==> src/rtl/pw_code_sender_if.sv <==
// Handshake bundle between the control logic and the code sender.
// The control side drives start/abort/code; the sender returns the
// button lines and its progress flags.
interface pw_code_sender_if;
  logic       start;
  logic       abort;
  logic [7:0] code;
  logic [3:0] sym_out;
  logic [1:0] sym_idx;
  logic       busy;
  logic       done;

  // Control logic / loopback driver side.
  modport master (
    output start,
    output abort,
    output code,
    input  sym_out,
    input  sym_idx,
    input  busy,
    input  done
  );

  // Code sender side.
  modport slave (
    input  start,
    input  abort,
    input  code,
    output sym_out,
    output sym_idx,
    output busy,
    output done
  );
endinterface

==> src/rtl/pw_code_sender.sv <==
// Four-button password code sender.
// Plays a latched 4-symbol code onto one-hot button lines {d,c,b,a}.
// Each symbol is held for HOLD_CYCLES clocks, then followed by an
// all-low gap of GAP_CYCLES clocks.  A one-cycle done pulse marks
// normal completion; abort returns to idle without a done pulse.
module pw_code_sender #(
  parameter int unsigned HOLD_CYCLES = 50,
  parameter int unsigned GAP_CYCLES  = 50
) (
  input logic            clkin,
  input logic            reset,
  pw_code_sender_if.slave bus
);

  typedef enum logic [1:0] {
    IDLE = 2'd0,
    HOLD = 2'd1,
    GAP  = 2'd2,
    DONE = 2'd3
  } state_t;

  localparam logic [15:0] HOLD_LAST = 16'(HOLD_CYCLES - 1);
  localparam logic [15:0] GAP_LAST  = 16'(GAP_CYCLES - 1);
  localparam logic [1:0]  LAST_IDX  = 2'd3;

  state_t      state;
  state_t      state_d;
  logic [15:0] cnt;
  logic [15:0] cnt_d;
  logic [1:0]  idx;
  logic [1:0]  idx_d;
  logic [7:0]  code_q;
  logic [7:0]  code_d;

  logic [3:0]  sym_out_q;
  logic [3:0]  sym_out_d;
  logic        busy_q;
  logic        busy_d;
  logic        done_q;
  logic        done_d;

  // Pick the 2-bit symbol at position sel out of a packed code.
  function automatic logic [1:0] pick_symbol(input logic [7:0] c,
                                             input logic [1:0] sel);
    logic [1:0] s;
    case (sel)
      2'd0:    s = c[1:0];
      2'd1:    s = c[3:2];
      2'd2:    s = c[5:4];
      default: s = c[7:6];
    endcase
    return s;
  endfunction

  // Symbol value to one-hot button line: 0=a, 1=b, 2=c, 3=d.
  function automatic logic [3:0] to_onehot(input logic [1:0] s);
    logic [3:0] oh;
    oh    = '0;
    oh[s] = 1'b1;
    return oh;
  endfunction

  // State, cycle counter, symbol index and latched code registers.
  always_ff @(posedge clkin or negedge reset) begin
    if (!reset) begin
      state  <= IDLE;
      cnt    <= '0;
      idx    <= '0;
      code_q <= '0;
    end else begin
      state  <= state_d;
      cnt    <= cnt_d;
      idx    <= idx_d;
      code_q <= code_d;
    end
  end

  // Next-state logic: sequencing through HOLD/GAP per symbol.
  always_comb begin
    state_d = state;
    cnt_d   = cnt;
    idx_d   = idx;
    code_d  = code_q;

    case (state)
      IDLE: begin
        cnt_d = '0;
        idx_d = '0;
        if (bus.start && !bus.abort) begin
          state_d = HOLD;
          code_d  = bus.code;
        end
      end

      HOLD: begin
        if (bus.abort) begin
          state_d = IDLE;
          cnt_d   = '0;
          idx_d   = '0;
        end else if (cnt == HOLD_LAST) begin
          state_d = GAP;
          cnt_d   = '0;
        end else begin
          cnt_d = cnt + 16'd1;
        end
      end

      GAP: begin
        if (bus.abort) begin
          state_d = IDLE;
          cnt_d   = '0;
          idx_d   = '0;
        end else if (cnt == GAP_LAST) begin
          cnt_d = '0;
          if (idx == LAST_IDX) begin
            state_d = DONE;
            idx_d   = '0;
          end else begin
            state_d = HOLD;
            idx_d   = idx + 2'd1;
          end
        end else begin
          cnt_d = cnt + 16'd1;
        end
      end

      DONE: begin
        // Start is deliberately not sampled here; abort lands in the
        // same place, so it needs no separate branch.
        state_d = IDLE;
        cnt_d   = '0;
        idx_d   = '0;
      end

      default: begin
        state_d = IDLE;
        cnt_d   = '0;
        idx_d   = '0;
      end
    endcase
  end

  // Output decode from the next state, so outputs leave a register
  // on the same edge the state changes.
  always_comb begin
    sym_out_d = '0;
    busy_d    = 1'b0;
    done_d    = 1'b0;

    case (state_d)
      HOLD: begin
        sym_out_d = to_onehot(pick_symbol(code_d, idx_d));
        busy_d    = 1'b1;
      end
      GAP: begin
        busy_d = 1'b1;
      end
      DONE: begin
        done_d = 1'b1;
      end
      default: begin
        sym_out_d = '0;
      end
    endcase
  end

  // Output registers.
  always_ff @(posedge clkin or negedge reset) begin
    if (!reset) begin
      sym_out_q <= '0;
      busy_q    <= 1'b0;
      done_q    <= 1'b0;
    end else begin
      sym_out_q <= sym_out_d;
      busy_q    <= busy_d;
      done_q    <= done_d;
    end
  end

  assign bus.sym_out = sym_out_q;
  assign bus.sym_idx = idx;
  assign bus.busy    = busy_q;
  assign bus.done    = done_q;

endmodule

==> src/flat_wrapper.sv <==
// flat-port wrapper written by rule: the top's interface ports become plain ports
module pw_code_sender_flat 
#(
  parameter int unsigned HOLD_CYCLES = 50,
  parameter int unsigned GAP_CYCLES  = 50
)
  (clkin, reset, bus_start, bus_abort, bus_code, bus_sym_out, bus_sym_idx, bus_busy, bus_done);
  pw_code_sender_if bus_i ();
  input logic clkin;
  input logic reset;
  input wire logic [$bits(bus_i.start)-1:0] bus_start;
  input wire logic [$bits(bus_i.abort)-1:0] bus_abort;
  input wire logic [$bits(bus_i.code)-1:0] bus_code;
  output wire logic [$bits(bus_i.sym_out)-1:0] bus_sym_out;
  output wire logic [$bits(bus_i.sym_idx)-1:0] bus_sym_idx;
  output wire logic [$bits(bus_i.busy)-1:0] bus_busy;
  output wire logic [$bits(bus_i.done)-1:0] bus_done;
  assign bus_i.start = bus_start;
  assign bus_i.abort = bus_abort;
  assign bus_i.code = bus_code;
  assign bus_sym_out = bus_i.sym_out;
  assign bus_sym_idx = bus_i.sym_idx;
  assign bus_busy = bus_i.busy;
  assign bus_done = bus_i.done;
  pw_code_sender #(.HOLD_CYCLES(HOLD_CYCLES), .GAP_CYCLES(GAP_CYCLES)) u_core (.clkin(clkin), .reset(reset), .bus(bus_i));
endmodule
==> config.mk <==
export PLATFORM = sky130hd
export DESIGN_NAME = pw_code_sender_flat
export DESIGN_NICKNAME = d
export VERILOG_FILES = /design/src/rtl/pw_code_sender_if.sv /design/src/rtl/pw_code_sender.sv /design/src/flat_wrapper.sv
export SDC_FILE = /design/constraint.sdc
export NUM_CORES = 1
export LEC_CHECK = 0
export BUFFER_PORTS_ARGS = -buffer_cell sky130_fd_sc_hd__buf_2
export CAP_MARGIN = 0
export CORE_UTILIZATION = 50
export CTS_BUF_LIST = sky130_fd_sc_hd__clkbuf_4 sky130_fd_sc_hd__clkbuf_8
export DETAILED_ROUTE_END_ITERATION = 10
export GPL_TIMING_DRIVEN = 0
export HOLD_SLACK_MARGIN = 0.03
export PLACE_DENSITY = 0.76
export SETUP_SLACK_MARGIN = 0.4
export SKIP_LAST_GASP = 1
export SLEW_MARGIN = 20
export SYNTH_ARGS = -nofsm -noshare
export SYNTH_HDL_FRONTEND = slang
export SYNTH_SLANG_ARGS = --single-unit
==> constraint.sdc <==
create_clock -name clkin -period 3.2 [get_ports clkin]
set_input_delay 0.64 -clock clkin [delete_from_list [all_inputs] [get_ports clkin]]
set_output_delay 0.64 -clock clkin [all_outputs]
set_load 0.05 [all_outputs]
==> metrics.md <==
| Metric | Value |
|---|---|
| Top cell family by delay on the critical path | compound AO/OA/AOI/OAI gates |
| Worst-path maximum fanout | 5 |
| Synth Instances | 174 |
| Clock Skews | 0.008125 ns |
| Synthesized Nets | 195 |
| Synth Area in Compound Gates | 7.634% |
| Die Ht | 62.05 um |
| Pwr Density | 614.1 nW/um2 |
| Setup tns final | 0 ns |
| Multiplexer share of the synthesized area | 8.536% |
| Critical path type | flip-flop to flip-flop |
| Max-cap violation count | 0 |
| Critical Path End Type | flip-flop |
| Post-CTS resize count | 0 |
| Crit-path cells | inv_1, ha_1, nor4b_1, and4_1, buf_6, o21ai_0, a21oi_1, ha_1, inv_1, a221o_1, nor3_2 |
| Max rail drop VDD | 319.5 uV |
| Synth Area in Adders | 6.246% |
| CTS buffer count | 5 |
| H-Tree Depth | 2 |
| F_max | 0.4064 GHz |
| RePlAce Congestion | 0.8215 |
| Gr usage total | 20.08% |
| Share of cells above drive strength 1 | 20.40% |
| Slowest stage delay, CP | 0.42 ns |
| DRC | 0 |
| Total power | 0.001240 W |
| Root Buffer | clkbuf_4 |
| Synth Area in Simple Gates | 19.78% |
| NumNets Final | 221 |
| Die Wd | 62.05 um |
| Crit path time final | 2.460 ns |
| Worst EP arrival | 2.74 ns |
| CTS Hold Bufs | 0 |
| Iteration-0 DRC Markers | 77 |
| # diodes | 0 |
| Largest family of logic cells by synthesized area | simple AND/OR/NAND/NOR gates |
| Clk Latency, worst-skew pair | 0.34 ns |
| Largest net degree at the start of global routing | 35 |
| Outcome | completed |
| Reg clk slew, reported paths | 0.10 ns |
| Least-Margin Pin Slew | 0.7193 ns |
| Total die area | 3850 um2 |
| Initial core utilization | 53.19% |
| Drt pass-1 iters | 4 |
| CTS tree | yes |
| CTS Buffer Depth | 2 |
| Initial antenna violation count | 0 |
| WP buf/inv | 3 |
| First-pass GRT wire length | 5.457 mm |
| Ports | 20 |
| Row count | 21 |
| Setup-failing EPs final | 0 |
| Area growth, synth to finish | 12.01% |
| Postcts setup bufs | 0 |
| Vias | 1327 |
| Final WL | 3.220 mm |
| Core ar. | 3390 um2 |
| Worst slew margin | 52.04% |
| Sink Count | 34 |
| CP Launch Type | flip-flop |
| Vias in the first global route | 1268 |
| Sequential element share of the synthesized area | 47.19% |
| Period utilization | 76.89% |
| Post-DP HPWL | 2.398 mm |
| Final hold violation count | 0 |
| Via/cell ratio | 5.372 |
| Static Leak | 0.9480 nW |
| Cell with the largest stage delay on the worst path | dfrtp_1 |
| Syn Std Cell Area | 1803 um2 |
| CP required | 3.47 ns |
| Worst hold path class | input pin to async pin |
| XOR/XNOR Fraction of Synth Area | 5.829% |
| Final Max Slew Viols | 0 |
| Layout filler cell count | 278 |
| Warnings, synthesis | 0 |
| Grt total ovfl | 0 |
| WL/cell | 13.04 um |
| FF+latch count, synth | 34 |
| Mean Syn Cell Area | 10.36 um2 |
| Post-DRT Antenna Nets | 0 |
| Port Buffers | 19 |
| Unrepaired setup endpoints after global routing | no |
| Netlist cell types | 38 |
==> report_power, final <==
group	switching (W)	internal [W]
logic	0.000295	0.000150
clock network	0.000145	0.000105
registers	0.0000284	0.000517
==> metrics by stage <==
stage          cell area (um2)  hold WS, ns  setup slack (ns)  util [%]  instances
4_1_cts                   2019       0.3701            0.7332     59.58        247
5_1_grt                   2019       0.4067            0.4829     59.58        247
2_1_floorplan             1803       0.3444             1.083         -        174
3_3_place_gp              1956       0.4706            0.8422     57.70        239
3_5_place_dp              1956       0.4799            0.7831     57.70        239
6_report                  2019       0.3469            0.7397     59.58        247
==> synth_stat cells, drive strengths merged <==
| cell type | n | area (um2) |
|---|---|---|
| dfrtp | 34 | 850.8 |
| nor2 | 23 | 86.33 |
| inv | 13 | 48.80 |
| a21oi | 10 | 53.80 |
| ha | 9 | 112.6 |
| nand2 | 9 | 33.78 |
| xor2 | 8 | 70.07 |
| mux2i | 7 | 82.58 |
| nor3 | 7 | 40.04 |
| mux2 | 6 | 71.31 |
| nand3 | 5 | 25.02 |
| nand4 | 5 | 31.28 |
| nand3b | 4 | 30.03 |
| o21ai | 4 | 20.02 |
| xnor2 | 4 | 35.03 |
| buf | 3 | 33.78 |
| nor4 | 3 | 18.77 |
| or3 | 3 | 18.77 |
| and4 | 2 | 18.77 |
| nor4b | 2 | 17.52 |
| a211oi | 1 | 12.51 |
| a221o | 1 | 10.01 |
| a22oi | 1 | 7.510 |
| and2 | 1 | 6.260 |
| and2b | 1 | 7.510 |
| and3 | 1 | 6.260 |
| clkbuf | 1 | 3.750 |
| nand2b | 1 | 6.260 |
| nor4bb | 1 | 10.01 |
| o211a | 1 | 10.01 |
| o211ai | 1 | 7.510 |
| o21bai | 1 | 7.510 |
| o31a | 1 | 8.760 |
==> kinds of logic (layout without fill, tap and decap cells) <==
family / after synthesis / after routing
AOI/OAI and AO/OA: 21 / 21
xor gates and xnor gates: 12 / 12
adders and majority gates: 9 / 9
buffers and inverters: 17 / 44
DFF: 34 / 34
muxes: 13 / 13
and+or+nand+nor: 68 / 68
==> state kept, by name, summed over array words and instances, names as in the netlist <==
name	count
u_core.cnt	16
u_core.code_q	8
u_core.bus.sym_out	4
u_core.bus.sym_idx	2
u_core.state	2
u_core.bus.busy	1
u_core.bus.done	1
==> per-layer routing <==
layer  track usage [%]  up-vias  wire (um)
met5                 0        -          0
met4             9.841        0         83
met3             6.004       10        148
met2             33.59       28       1543
met1             23.42      634       1445
li1                  -      655          -
==> cell type report <==
type,instances,area (um2),area share (%)
Buffer,4,37.54,1.859
Multi-Input combinational cell,123,865.8,42.87
Inverter,13,48.80,2.416
Tap cell,46,57.56,2.850
Sequential cell,34,850.8,42.13
Timing Repair Buffer,19,95.09,4.709
Clock buffer,6,51.30,2.540
Clock inverter,2,12.51,0.6196
==> cells in the final DEF, fill, tap and decap left out, drive strengths merged <==
cell / n
a211oi: 1
clkinv: 1
and2: 1
o31a: 1
nor2: 23
nor4: 3
nor3: 7
nor4bb: 1
mux2i: 7
clkinvlp: 1
a221o: 1
nand2: 9
o211ai: 1
xnor2: 4
a21oi: 10
o21bai: 1
nor4b: 2
xor2: 8
mux2: 6
nand3b: 4
o21ai: 4
nand4: 5
and2b: 1
o211a: 1
and3: 1
dfrtp: 34
inv: 13
clkbuf: 7
a22oi: 1
nand2b: 1
ha: 9
buf: 22
or3: 3
and4: 2
nand3: 5
==> path summary, 6_finish.rpt <==
check	from	to	slack, ns	cells past startpoint
max in group asynchronous	reset	u_core.code_q[3]	2.40	1
hold / removal	reset	u_core.bus.done	0.35	1
hold reg to reg	u_core.code_q[7]	u_core.code_q[7]	0.50	2
min in group clkin	u_core.code_q[7]	u_core.code_q[7]	0.50	2
setup / recovery	u_core.cnt[1]	u_core.bus.sym_out[0]	0.74	11
setup reg to reg	u_core.cnt[1]	u_core.bus.sym_out[0]	0.74	11
No activity file was read; power rests on OpenSTA's default activity.
